$ cat src/rtl/io_pkg.sv
// io_pkg: register map, response codes and STATUS layout shared by the AXI-Lite byte I/O responder.
package io_pkg;
  localparam logic [3:0] ADDR_RX_DATA = 4'h0;
  localparam logic [3:0] ADDR_TX_DATA = 4'h4;
  localparam logic [3:0] ADDR_STATUS  = 4'h8;
  localparam logic [3:0] ADDR_RSVD    = 4'hC;
  localparam logic [1:0] RESP_OKAY   = 2'b00;
  localparam logic [1:0] RESP_SLVERR = 2'b10;
  localparam int STAT_RX_NE    = 0;
  localparam int STAT_TX_FULL  = 1;
  localparam int STAT_TX_EMPTY = 2;
  typedef enum logic [1:0] {
    REG_RX     = ADDR_RX_DATA[3:2],
    REG_TX     = ADDR_TX_DATA[3:2],
    REG_STATUS = ADDR_STATUS[3:2],
    REG_RSVD   = ADDR_RSVD[3:2]
  } reg_e;
  function automatic logic [31:0] status_word(input logic rx_empty, input logic tx_full, input logic tx_empty);
    logic [31:0] s;
    s = '0;
    s[STAT_RX_NE] = ~rx_empty;
    s[STAT_TX_FULL] = tx_full;
    s[STAT_TX_EMPTY] = tx_empty;
    return s;
  endfunction
endpackage

$ cat src/rtl/io_fifo.sv
// io_fifo: synchronous FIFO with wrap-bit pointers; push/pop are ignored when full/empty.
module io_fifo #(
  parameter int W = 8,
  parameter int DEPTH = 8
) (
  input  logic         clk,
  input  logic         rst,
  input  logic         push,
  input  logic [W-1:0] din,
  input  logic         pop,
  output logic         full,
  output logic         empty,
  output logic [W-1:0] head
);
  localparam int AW = $clog2(DEPTH);
  logic [AW:0] wp, rp;
  logic [W-1:0] mem [DEPTH];
  logic do_push, do_pop;
  assign empty = wp == rp;
  assign full = (wp[AW] != rp[AW]) && (wp[AW-1:0] == rp[AW-1:0]);
  assign head = mem[rp[AW-1:0]];
  assign do_push = push & ~full;
  assign do_pop = pop & ~empty;
  always_ff @(posedge clk) begin
    if (rst) begin
      wp <= '0;
      rp <= '0;
    end else begin
      if (do_push) wp <= wp + 1'b1;
      if (do_pop) rp <= rp + 1'b1;
    end
  end
  always_ff @(posedge clk)
    if (do_push) mem[wp[AW-1:0]] <= din;
endmodule

$ cat src/rtl/io_axil_responder.sv
// io_axil_responder: AXI4-Lite slave bridging a byte-wide RX source and TX sink through two FIFOs.
module io_axil_responder
  import io_pkg::*;
#(
  parameter int DEPTH = 8
) (
  input  logic        CLK,
  input  logic        RST,
  input  logic [3:0]  S_AXI_AWADDR,
  input  logic        S_AXI_AWVALID,
  output logic        S_AXI_AWREADY,
  input  logic [31:0] S_AXI_WDATA,
  input  logic [3:0]  S_AXI_WSTB,
  input  logic        S_AXI_WVALID,
  output logic        S_AXI_WREADY,
  output logic [1:0]  S_AXI_BRESP,
  output logic        S_AXI_BVALID,
  input  logic        S_AXI_BREADY,
  input  logic [3:0]  S_AXI_ARADDR,
  input  logic        S_AXI_ARVALID,
  output logic        S_AXI_ARREADY,
  output logic [31:0] S_AXI_RDATA,
  output logic [1:0]  S_AXI_RRESP,
  output logic        S_AXI_RVALID,
  input  logic        S_AXI_RREADY,
  input  logic [7:0]  IN_DATA,
  input  logic        IN_VALID,
  output logic        IN_READY,
  output logic [7:0]  OUT_DATA,
  output logic        OUT_VALID,
  input  logic        OUT_READY
);
  logic aw_held, w_held, bvalid, rvalid;
  reg_e aw_sel, ar_sel;
  logic [7:0] w_byte, rx_head, tx_head;
  logic [1:0] bresp, rresp, wr_resp, rd_resp;
  logic [31:0] rdata, rd_word;
  logic rx_full, rx_empty, tx_full, tx_empty;
  logic wr_exec, ar_hs, tx_push, rx_pop;
  logic unused_bits;
  assign unused_bits = ^{S_AXI_WSTB, S_AXI_WDATA[31:8], S_AXI_AWADDR[1:0], S_AXI_ARADDR[1:0]};
  assign S_AXI_AWREADY = ~aw_held;
  assign S_AXI_WREADY = ~w_held;
  assign S_AXI_ARREADY = ~rvalid;
  assign S_AXI_BVALID = bvalid;
  assign S_AXI_BRESP = bresp;
  assign S_AXI_RVALID = rvalid;
  assign S_AXI_RRESP = rresp;
  assign S_AXI_RDATA = rdata;
  assign IN_READY = ~rx_full;
  assign OUT_VALID = ~tx_empty;
  assign OUT_DATA = tx_head;
  always_comb begin
    ar_sel = reg_e'(S_AXI_ARADDR[3:2]);
    wr_exec = aw_held & w_held & ~bvalid;
    tx_push = wr_exec & (aw_sel == REG_TX) & ~tx_full;
    wr_resp = (aw_sel == REG_TX && !tx_full) ? RESP_OKAY : RESP_SLVERR;
    ar_hs = S_AXI_ARVALID & ~rvalid;
    rx_pop = ar_hs & (ar_sel == REG_RX) & ~rx_empty;
    rd_resp = (ar_sel == REG_STATUS || (ar_sel == REG_RX && !rx_empty)) ? RESP_OKAY : RESP_SLVERR;
    rd_word = (ar_sel == REG_STATUS) ? status_word(rx_empty, tx_full, tx_empty)
            : (ar_sel == REG_RX && !rx_empty) ? {24'b0, rx_head} : 32'b0;
  end
  // Each latch fills on its own handshake and empties only when the write executes.
  always_ff @(posedge CLK) begin
    if (RST) begin
      aw_held <= 1'b0;
      w_held <= 1'b0;
      aw_sel <= REG_RX;
      w_byte <= '0;
    end else if (wr_exec) begin
      aw_held <= 1'b0;
      w_held <= 1'b0;
    end else begin
      if (S_AXI_AWVALID && !aw_held) begin
        aw_held <= 1'b1;
        aw_sel <= reg_e'(S_AXI_AWADDR[3:2]);
      end
      if (S_AXI_WVALID && !w_held) begin
        w_held <= 1'b1;
        w_byte <= S_AXI_WDATA[7:0];
      end
    end
  end
  always_ff @(posedge CLK) begin
    if (RST) begin
      bvalid <= 1'b0;
      bresp <= RESP_OKAY;
    end else if (wr_exec) begin
      bvalid <= 1'b1;
      bresp <= wr_resp;
    end else if (S_AXI_BREADY) begin
      bvalid <= 1'b0;
    end
  end
  always_ff @(posedge CLK) begin
    if (RST) begin
      rvalid <= 1'b0;
      rresp <= RESP_OKAY;
      rdata <= '0;
    end else if (ar_hs) begin
      rvalid <= 1'b1;
      rresp <= rd_resp;
      rdata <= rd_word;
    end else if (S_AXI_RREADY) begin
      rvalid <= 1'b0;
    end
  end
  io_fifo #(.W(8), .DEPTH(DEPTH)) u_rx (
    .clk(CLK), .rst(RST), .push(IN_VALID), .din(IN_DATA), .pop(rx_pop),
    .full(rx_full), .empty(rx_empty), .head(rx_head)
  );
  io_fifo #(.W(8), .DEPTH(DEPTH)) u_tx (
    .clk(CLK), .rst(RST), .push(tx_push), .din(w_byte), .pop(OUT_READY),
    .full(tx_full), .empty(tx_empty), .head(tx_head)
  );
endmodule

$ cat config.mk
export PLATFORM = sky130hd
export DESIGN_NAME = io_axil_responder
export DESIGN_NICKNAME = d
export VERILOG_FILES = /design/src/rtl/io_pkg.sv /design/src/rtl/io_fifo.sv /design/src/rtl/io_axil_responder.sv
export SDC_FILE = /design/constraint.sdc
export NUM_CORES = 1
export LEC_CHECK = 0
export BUFFER_PORTS_ARGS = -buffer_cell sky130_fd_sc_hd__buf_4
export CORE_MARGIN = 4
export CORE_UTILIZATION = 45
export DETAILED_ROUTE_END_ITERATION = 16
export GPL_TIMING_DRIVEN = 0
export PLACE_DENSITY = 0.71
export RECOVER_POWER = 25
export SLEW_MARGIN = 20
export SYNTH_ARGS = -nofsm -noshare
export SYNTH_HDL_FRONTEND = slang
export SYNTH_SLANG_ARGS = --single-unit
$ cat constraint.sdc
create_clock -name CLK -period 2.6 [get_ports CLK]
set_clock_uncertainty 0.2 [all_clocks]
set_input_delay 0.52 -clock CLK [delete_from_list [all_inputs] [get_ports CLK]]
set_output_delay 0.52 -clock CLK [all_outputs]
set_load 0.01 [all_outputs]
# Word level (Yosys, flattened, before mapping)
# Memories as Yosys holds them, arrays and structs flattened. A register that Yosys moved wholly into a read port is not among the register bits.
# Index checks and enable logic that the tools add are counted.
word_totals:
  register_bits: 66
  input_bits: 61
  output_inout_bits: 51
  mem_bits_rw: 128
  latch_bits: 0
  mem_bits_ro: 0
  memories: 2
op_classes:
  bitwise_logic: 20
  muxes: 16
  n_mul: 0
  n_reduce_logical: 17
  div_mod_pow: 0
  n_eq_ne: 8
  magnitude_cmp: 0
  n_shift: 0
  add_sub_neg: 4
mem_list:
  columns: ["memory", "depth", "width", "rd", "rd_ports_with_merged_regs", "write_ports", "line", "rtl"]
  rows:
  - ["u_rx.mem", 8, 8, 1, 1, 1, "io_fifo.sv:17", "logic [W-1:0] mem [DEPTH];"]
  - ["u_tx.mem", 8, 8, 1, 1, 1, "io_fifo.sv:17", null]
ops:
  columns: ["cell", "n"]
  rows:
  - ["adder 4 x 1 -> 4 bit, second input constant", 4]
  - ["2-to-1 mux 8 bit", 2]
  - ["2-to-1 mux 3 bit", 4]
  - ["AND 1 bit", 11]
  - ["inverter 1 bit", 9]
  - ["equality test 4 bit", 2]
  - ["2-to-1 mux 1 bit", 8]
  - ["equality test 3 bit", 2]
  - ["logical AND 1 bit", 6]
  - ["logical NOT 1 bit", 4]
  - ["2-to-1 mux 2 bit", 2]
  - ["AND reduction 2 bit", 2]
  - ["nonzero test 2 bit", 2]
  - ["equality test 2 x 1 -> 1 bit, second input constant", 1]
  - ["equality test 2 bit, second input constant", 1]
  - ["logical NOT 2 bit", 1]
  - ["inequality test 1 bit", 2]
  - ["OR reduction 2 bit", 1]
  - ["logical OR 1 bit", 1]

# Depth between registers and ports, before layout
# Gate-level depths: netlist (run 1).
logic_depth:
  ltp_word: 7
  mapped_depth: 6
  mapped_depth_nobuf: 4

# Modules after synthesis
# Synthesis (run 1) repeated with hierarchy kept, for this count alone.
hier_totals:
  cells_unflattened: 472
  area_unflattened_um2: 7465.9
modules_own_cells:
  columns: ["mod", "area_per_inst_um2", "cells_each", "instances", "seq_area_each_um2"]
  rows:
  - ["io_fifo", 3166.8, 178, 2, 2142.1]
  - ["io_axil_responder", 1132.3, 116, 1, 480.5]

# Least setup slack after synthesis (run 1)
# Ideal clock, no wire load.
synth_path:
  path_kind: "reg2reg"
  from: "register u_tx.wp[0]"
  to: "memory u_tx.mem[0][0] (enable)"
  path_buffers: 2
  required_time_ns: 2.005
  path_stages_with_launch: 7
  setup_time_ns: 0.395
  t_arrival_ns: 2.116
  setup_slack_ns: -0.111
  synth_period_minus_slack_ns: 2.711
  path_cell_list: "dfxtp_1 > buf_2 > xor2_1 > nor4_4 > or2_0 > clkbuf_1 > nor4_1"
synth_via:
  elab_chain_len: 7
synth_lines:
  columns: ["item", "line", "rtl"]
  rows:
  - ["start, declared", "io_fifo.sv:16", "logic [AW:0] wp, rp;"]
  - ["start signal, assigned", "io_fifo.sv:29", "if (do_push) wp <= wp + 1'b1;"]
  - ["equality test 3 bit", "io_fifo.sv:20", "assign full = (wp[AW] != rp[AW]) && (wp[AW-1:0] == rp[AW-1:0]);"]
  - ["logical AND 1 bit", "io_fifo.sv:20", null]
  - ["inverter 1 bit", "io_fifo.sv:22, io_axil_responder.sv:56", null]
  - ["AND 1 bit", "io_axil_responder.sv:56", "tx_push = wr_exec & (aw_sel == REG_TX) & ~tx_full;"]
  - ["AND 1 bit", "io_fifo.sv:22", "assign do_push = push & ~full;"]
  - ["2-to-1 mux 1 bit", "io_fifo.sv:34", "if (do_push) mem[wp[AW-1:0]] <= din;"]
  - ["2-to-1 mux 1 bit (implied by the code)", "io_fifo.sv:34", null]
  - ["end, declared", "io_fifo.sv:17", null]
# Several ways; a longest one is shown, not always the timed one.

==> impl_metrics.sql, run 1 <==
INSERT INTO impl_metrics (metric_group, metric, value, unit) VALUES
('clock_tree', 'tritoncts.num_buffers', '17', ''),
('global_route', 'antenna_found_initial', '0', ''),
('sta', 'worst_pin_slew', '1.012', 'ns'),
('clock_tree', 'worstSkewPairLatency', '0.43', 'ns'),
('power_and_ir_drop', 'post-layout-total-power', '6.040', 'mW'),
('global_route', 'groute.usage.overall', '0.1738', ''),
('flow_run', 'drv.max_cap_violation_count', '0', ''),
('final_layout', 'antenna_cells', '0', ''),
('worst_setup_path', 'worst_ep_arrival_time', '1.95', 'ns'),
('outcome', 'failed_checks', 'negative setup slack', ''),
('final_layout', 'fillCellCount', '1166', ''),
('routing', 'wl_per_cell', '18.72', 'um'),
('routing', 'drc_errors', '0', ''),
('sta', 'timing_hold_violations_final', '0', ''),
('routing', 'totalWireLength', '14.84', 'mm'),
('global_route', 'largest_net_degree_at_the_start_of_global_routing', '18', ''),
('clock_tree', 'cts.root.buffer_cell', 'clkbuf_16', ''),
('sta', 'maxClockFrequency', '374.2', 'MHz'),
('hold_path', 'timing.hold.worst_endpoint', 'S_AXI_RVALID$_SDFFE_PP0P_', ''),
('worst_setup_path', 'worst-path-max-fanout', '6', ''),
('worst_setup_path', 'reg2reg_to', 'u_rx.mem[5][0]$_DFFE_PP_', ''),
('hold_path', 'min_path_cells', '2', ''),
('placement', 'buffer_ports.inserted', '53', ''),
('routing', 'per_cell_via_count_in_the_routed_design', '5.237', ''),
('clock_tree', 'cts_tree', 'built', ''),
('placement', 'place_congestion', '0.8303', ''),
('synth', 'synthCells', '453', ''),
('worst_setup_path', 'worst_r2r_src', 'u_rx.wp[0]$_SDFFE_PP0P_', ''),
('worst_setup_path', 'critical_path_required', '1.88', 'ns'),
('final_layout', 'area_delta_synth_final', '24.61', '%'),
('synth', 'netlist-cell-type-count', '47', ''),
('global_route', 'grt_first_pass_wirelength', '23.36', 'mm'),
('routing', 'ant_nets', '0', ''),
('final_layout', 'layout_common_cells', 'edfxtp_1, buf_4, dfxtp_1, mux4_2, nor2_1', ''),
('worst_setup_path', 'worstRegToRegCells', '5', ''),
('synth', 'async_flop_share', '0', ''),
('synth', 'synth_area', '0.007122', 'mm2'),
('sta', 'finalWorstSetupSlack', '-0.07245', 'ns'),
('hold_path', 'hold_path.class', 'input pin to flip-flop', ''),
('synth', 'ys.warnings.count', '0', ''),
('die', 'num_io_pins', '112', ''),
('placement', 'post-dp-hpwl', '9.662', 'mm'),
('global_route', 'first_global_vias', '4190', ''),
('sta', 'post-route-min-period', '2.672', 'ns'),
('synth', 'ff_latch_count_synth', '174', ''),
('synth', 'synth-edff-count', '128', ''),
('worst_setup_path', 'critical_path.endpoint_type', 'output pin', ''),
('worst_setup_path', 'critPathTopFamily', 'multiplexers', ''),
('synth', 'ys_seq_area_frac', '0.6690', ''),
('outcome', 'run_status', 'finished with violations', ''),
('worst_setup_path', 'crit_path_cells', 'buf_8, buf_12, mux4_2, mux2_4, buf_6', ''),
('worst_setup_path', 'standard_cell_with_the_maximum_stage_delay_on_the_critical_path', 'mux4_2', ''),
('routing', 'vias', '4153', ''),
('clock_tree', 'h-tree-depth', '4', ''),
('worst_setup_path', 'reg2reg_setup_slack', '0.12', 'ns'),
('die', 'core_region_area', '0.01537', 'mm2'),
('die', 'initial_core_util', '0.4633', ''),
('routing', 'detailedRoute.firstIterationViolations', '272', ''),
('power_and_ir_drop', 'ir_worst_vdd', '0.4764', 'mV'),
('final_layout', 'fin_nets', '634', ''),
('synth', 'prevailing_post_synth_register_cell', 'edfxtp_1', ''),
('global_route', 'grt_overflow', '0', ''),
('sta', 'relSlewSlack', '0.3229', ''),
('sta', 'setup_viol', '8', ''),
('worst_setup_path', 'crit_path_start_kind', 'flip-flop', ''),
('final_layout', 'mostFrequentLayoutCell', 'edfxtp_1', ''),
('power_and_ir_drop', 'power.static_leakage', '3.202', 'nW'),
('clock_tree', 'cts_num_sinks', '174', ''),
('die', 'dieWidth', '133.8', 'um'),
('synth', 'synth.avg_cell_area', '15.72', 'um2'),
('final_layout', 'utilization', '0.5774', '');
[cells in the mapped netlist (6+ instances only)]
| library cell | number |
|---|---|
| dfxtp_1 | 46 |
| mux2_2 | 19 |
| inv_1 | 11 |
| nand2_1 | 11 |
| buf_4 | 27 |
| clkbuf_1 | 7 |
| buf_1 | 7 |
| edfxtp_1 | 128 |
| nand3_1 | 13 |
| or3_1 | 6 |
| mux2i_1 | 12 |
| nor3_1 | 8 |
| nor4_1 | 6 |
| nor2_1 | 32 |
| a21oi_1 | 19 |
| o21ai_0 | 7 |
| xor2_1 | 9 |
| nor2b_1 | 8 |
| mux4_2 | 32 |
[routing by layer]
layer,wire length (um),up-vias,track usage
met2,7644,132,0.2937
met1,6320,2107,0.2289
li1,-,1898,-
met4,141,0,0.05086
met3,736,16,0.03638
met5,0,-,0
[kinds of logic after synthesis]
family,after synthesis,synth area share
AOI/OAI and AO/OA,38,0.03426
xor gates and xnor gates,15,0.01950
adders and majority gates,4,0.007028
buffers and inverters,61,0.04972
DFF,174,0.6690
muxes,65,0.1513
other,1,0.0005266
and+or+nand+nor,95,0.06870
[state kept, by name, indices dropped and copies added, names as in the netlist, 2 cells and up, named ones only]
| register | cells |
|---|---|
| S_AXI_RDATA | 8 |
| aw_sel | 2 |
| u_rx.mem | 64 |
| u_rx.rp | 4 |
| u_rx.wp | 4 |
| u_tx.mem | 64 |
| u_tx.rp | 4 |
| u_tx.wp | 4 |
| w_byte | 8 |
[where the power goes]
group | switching, mW | total (mW) | leakage, nW | internal (mW)
Combinational | 0.174 | 0.327 | 1.35 | 0.152
Clock | 1.10 | 2.65 | 0.301 | 1.54
Sequential | 0.0372 | 3.07 | 1.55 | 3.03
[layout make-up]
cell class,count,area [um2],area share
flip-flops and latches,174,4768,0.5373
multi-input cells,243,2273,0.2562
repair buffers,73,571.8,0.06443
clock buffers,19,432.9,0.04878
plain buffers,49,344.1,0.03877
well taps,211,264.0,0.02975
clock inverters,13,178.9,0.02016
inverters,11,41.29,0.004652
[worst max-delay path by stage]
stage                                     endpoint  depth (start not counted)  slack (ns)
after floorplan           u_tx.mem[0][0]$_DFFE_PP_                          6       -0.11
after global routing                   OUT_DATA[4]                          5       -0.14
after global placement    u_tx.mem[4][0]$_DFFE_PP_                          6       -1.12
after CTS                              OUT_DATA[4]                          5       -0.09
final                                  OUT_DATA[4]                          5       -0.07
after detailed placement  u_tx.mem[6][1]$_DFFE_PP_                          7       -0.36
[repair_timing]
item	4_1_cts	5_1_grt
hold buffers	0	0
setup endpoints to repair	48	53
endpoints found under the hold margin	0	0
resized for setup	36	9
buffers inserted	6	7
cloned	1	0
pin swaps	5	5
[through the flow]
stage | area, um2 | std cells | hold WS [ns] | setup WS, ns
after floorplan | 7216 | 478 | 0.2509 | -0.1106
after global placement | 7878 | 742 | 0.2458 | -1.117
after detailed placement | 7974 | 748 | 0.2510 | -0.3650
final | 8875 | 793 | 0.08303 | -0.07245
after global routing | 8875 | 793 | 0.07729 | -0.1397
after CTS | 8828 | 786 | 0.06394 | -0.09411
(Power assumes the default switching activity.)
==> run 2: changes to the inputs <==
--- a/config.mk
+++ b/config.mk
@@ -12,6 +12,7 @@
 export GPL_TIMING_DRIVEN = 0
 export PLACE_DENSITY = 0.71
 export RECOVER_POWER = 25
+export SKIP_LAST_GASP = 1
 export SLEW_MARGIN = 20
 export SYNTH_ARGS = -nofsm -noshare
 export SYNTH_HDL_FRONTEND = slang
==> run 2 against run 1 <==
Against the previous run:
- the flow still finishes with violations (negative setup slack)
- global-route usage unchanged
- first-iteration DRC count unchanged
- sequential power about the same
- power about the same
- clock power about the same
- die area unchanged
- routed wire length about the same
- maximum frequency about the same
- flip-flop and latch count unchanged
- highest routed layer unchanged
==> impl_metrics.sql, run 2 (synthesis gave the netlist of run 1 again) <==
INSERT INTO impl_metrics (metric_group, metric, value, unit) VALUES
('clock_tree', 'cts_tree', 'built', ''),
('global_route', 'largest_net_degree_at_the_start_of_global_routing', '18', ''),
('final_layout', 'drive_above_1_share', '0.3505', ''),
('power_and_ir_drop', 'post-layout-total-power', '6.040', 'mW'),
('final_layout', 'fin_nets', '634', ''),
('clock_tree', 'cts.root.buffer_cell', 'clkbuf_16', ''),
('clock_tree', 'cts.hold.buffers_added', '0', ''),
('sta', 'layout_worst_path_cycle_share', '1.028', ''),
('sta', 'relSlewSlack', '0.3221', ''),
('hold_path', 'hold_path.class', 'input pin to flip-flop', ''),
('global_route', 'first_global_vias', '4190', ''),
('final_layout', 'utilization', '0.5771', ''),
('global_route', 'grt_first_pass_wirelength', '23.36', 'mm'),
('routing', 'drc_errors', '0', ''),
('worst_setup_path', 'worst-path-max-fanout', '6', ''),
('worst_setup_path', 'critPathTopFamily', 'multiplexers', ''),
('power_and_ir_drop', 'ir_worst_vdd', '0.4770', 'mV'),
('final_layout', 'antenna_cells', '0', ''),
('worst_setup_path', 'crit_path_cells', 'buf_8, buf_12, mux4_2, mux2_4, buf_6', ''),
('placement', 'dp_cells', '748', ''),
('sta', 'rsz0062_at_grt', 'yes', ''),
('clock_tree', 'h-tree-depth', '4', ''),
('power_and_ir_drop', 'power.static_leakage', '3.201', 'nW'),
('clock_tree', 'cts_num_sinks', '174', ''),
('die', 'fp-row-count', '45', ''),
('worst_setup_path', 'standard_cell_with_the_maximum_stage_delay_on_the_critical_path', 'mux4_2', ''),
('global_route', 'grt_overflow', '0', ''),
('placement', 'post_dp_cell_area', '0.007974', 'mm2'),
('routing', 'ant_nets', '0', ''),
('routing', 'totalWireLength', '14.84', 'mm'),
('sta', 'total_negative_slack', '-0.4065', 'ns'),
('clock_tree', 'tritoncts.num_buffers', '17', ''),
('die', 'core_region_area', '0.01537', 'mm2'),
('routing', 'drt_pass1_iterations', '7', ''),
('worst_setup_path', 'crit_path_start_kind', 'flip-flop', ''),
('global_route', 'groute.usage.overall', '0.1738', ''),
('clock_tree', 'worstSkewPairLatency', '0.43', 'ns'),
('die', 'die-height', '133.8', 'um'),
('worst_setup_path', 'worstPathBufferInverterCount', '3', ''),
('placement', 'buffer_ports.inserted', '53', ''),
('routing', 'wl_per_cell', '18.71', 'um'),
('flow_run', 'drv.max_cap_violation_count', '0', ''),
('worst_setup_path', 'critical_path.endpoint_type', 'output pin', ''),
('placement', 'place_congestion', '0.8303', ''),
('sta', 'finalWorstSetupSlack', '-0.07286', 'ns'),
('power_and_ir_drop', 'power.density', '680.8', 'mW/mm2'),
('routing', 'detailedRoute.firstIterationViolations', '272', ''),
('final_layout', 'stdcell_count', '793', ''),
('sta', 'maxClockFrequency', '374.1', 'MHz'),
('final_layout', 'design_area', '0.008871', 'mm2'),
('sta', 'worst_pin_slew', '1.013', 'ns'),
('die', 'initial_core_util', '0.4633', ''),
('sta', 'post-route-min-period', '2.673', 'ns'),
('worst_setup_path', 'critical_path_required', '1.88', 'ns'),
('final_layout', 'mostFrequentLayoutCell', 'edfxtp_1', ''),
('clock_tree', 'cts.path.max_buffers', '2', ''),
('worst_setup_path', 'worst_ep_arrival_time', '1.95', 'ns'),
('final_layout', 'layout_common_cells', 'edfxtp_1, buf_4, dfxtp_1, mux4_2, nor2_1', ''),
('sta', 'timing_hold_violations_final', '0', ''),
('routing', 'per_cell_via_count_in_the_routed_design', '5.232', ''),
('die', 'dieWidth', '133.8', 'um'),
('sta', 'report.final.slew_viol_count', '0', ''),
('placement', 'post-dp-hpwl', '9.662', 'mm'),
('global_route', 'antenna_found_initial', '0', ''),
('worst_setup_path', 'timing.critical_path.slowest_cell_delay', '0.50', 'ns'),
('die', 'num_io_pins', '112', ''),
('sta', 'setup_viol', '8', ''),
('routing', 'vias', '4149', ''),
('final_layout', 'area_delta_synth_final', '24.56', '%'),
('worst_setup_path', 'path_class', 'flip-flop to output pin', ''),
('outcome', 'run_status', 'finished with violations', ''),
('outcome', 'failed_checks', 'negative setup slack', ''),
('die', 'die_area', '0.01790', 'mm2'),
('clock_tree', 'cts.clk_slew.worst_paths', '0.07', 'ns');
run 2: final cells by class:
cell class | count | area (um2)
plain buffers | 49 | 344.1
clock inverters | 13 | 178.9
well taps | 211 | 264.0
fillers | 1166 | 6500
repair buffers | 73 | 568.0
clock buffers | 19 | 432.9
inverters | 11 | 41.29
multi-input cells | 243 | 2273
flip-flops and latches | 174 | 4768
run 2: report_power, final:
group	switching, mW	total (mW)	internal [mW]	leakage, nW
clock	1.10	2.65	1.54	0.301
sequential	0.0372	3.07	3.03	1.55
combinational	0.174	0.326	0.152	1.35
run 2: what timing repair did:
item | in CTS | in global routing
setup buffers | 6 | 7
pin swaps | 5 | 5
cloned | 1 | 0
setup endpoints to repair | 48 | 53
resized for setup | 36 | 8
run 2: path summary, 6_finish.rpt:
check                           endpoint                   startpoint  cells after the start  slack (ns)
max                          OUT_DATA[4]                    flip-flop                      5       -0.07
min            S_AXI_RVALID$_SDFFE_PP0P_                 S_AXI_RREADY                      2        0.08
max reg2reg     u_tx.mem[5][0]$_DFFE_PP_         aw_held$_SDFFE_PP0N_                      5        0.12
min reg2reg  S_AXI_RRESP[1]$_SDFFE_PP0P_  S_AXI_RRESP[1]$_SDFFE_PP0P_                      2        0.26
run 2: layer usage:
| metal | up-vias | global-route usage | routed length [um] |
|---|---|---|---|
| li1 | 1898 | - | - |
| met1 | 2103 | 0.2289 | 6258 |
| met2 | 136 | 0.2937 | 7663 |
| met3 | 12 | 0.03638 | 788 |
| met4 | 0 | 0.05086 | 130 |
| met5 | - | 0 | 0 |
run 2: through the flow:
step,hold slack (ns),worst slack (ns)
6_report,0.08263,-0.07286
5_1_grt,0.07729,-0.1397
4_1_cts,0.06394,-0.09411
3_5_place_dp,0.2510,-0.3650
3_3_place_gp,0.2458,-1.117
2_1_floorplan,0.2509,-0.1106
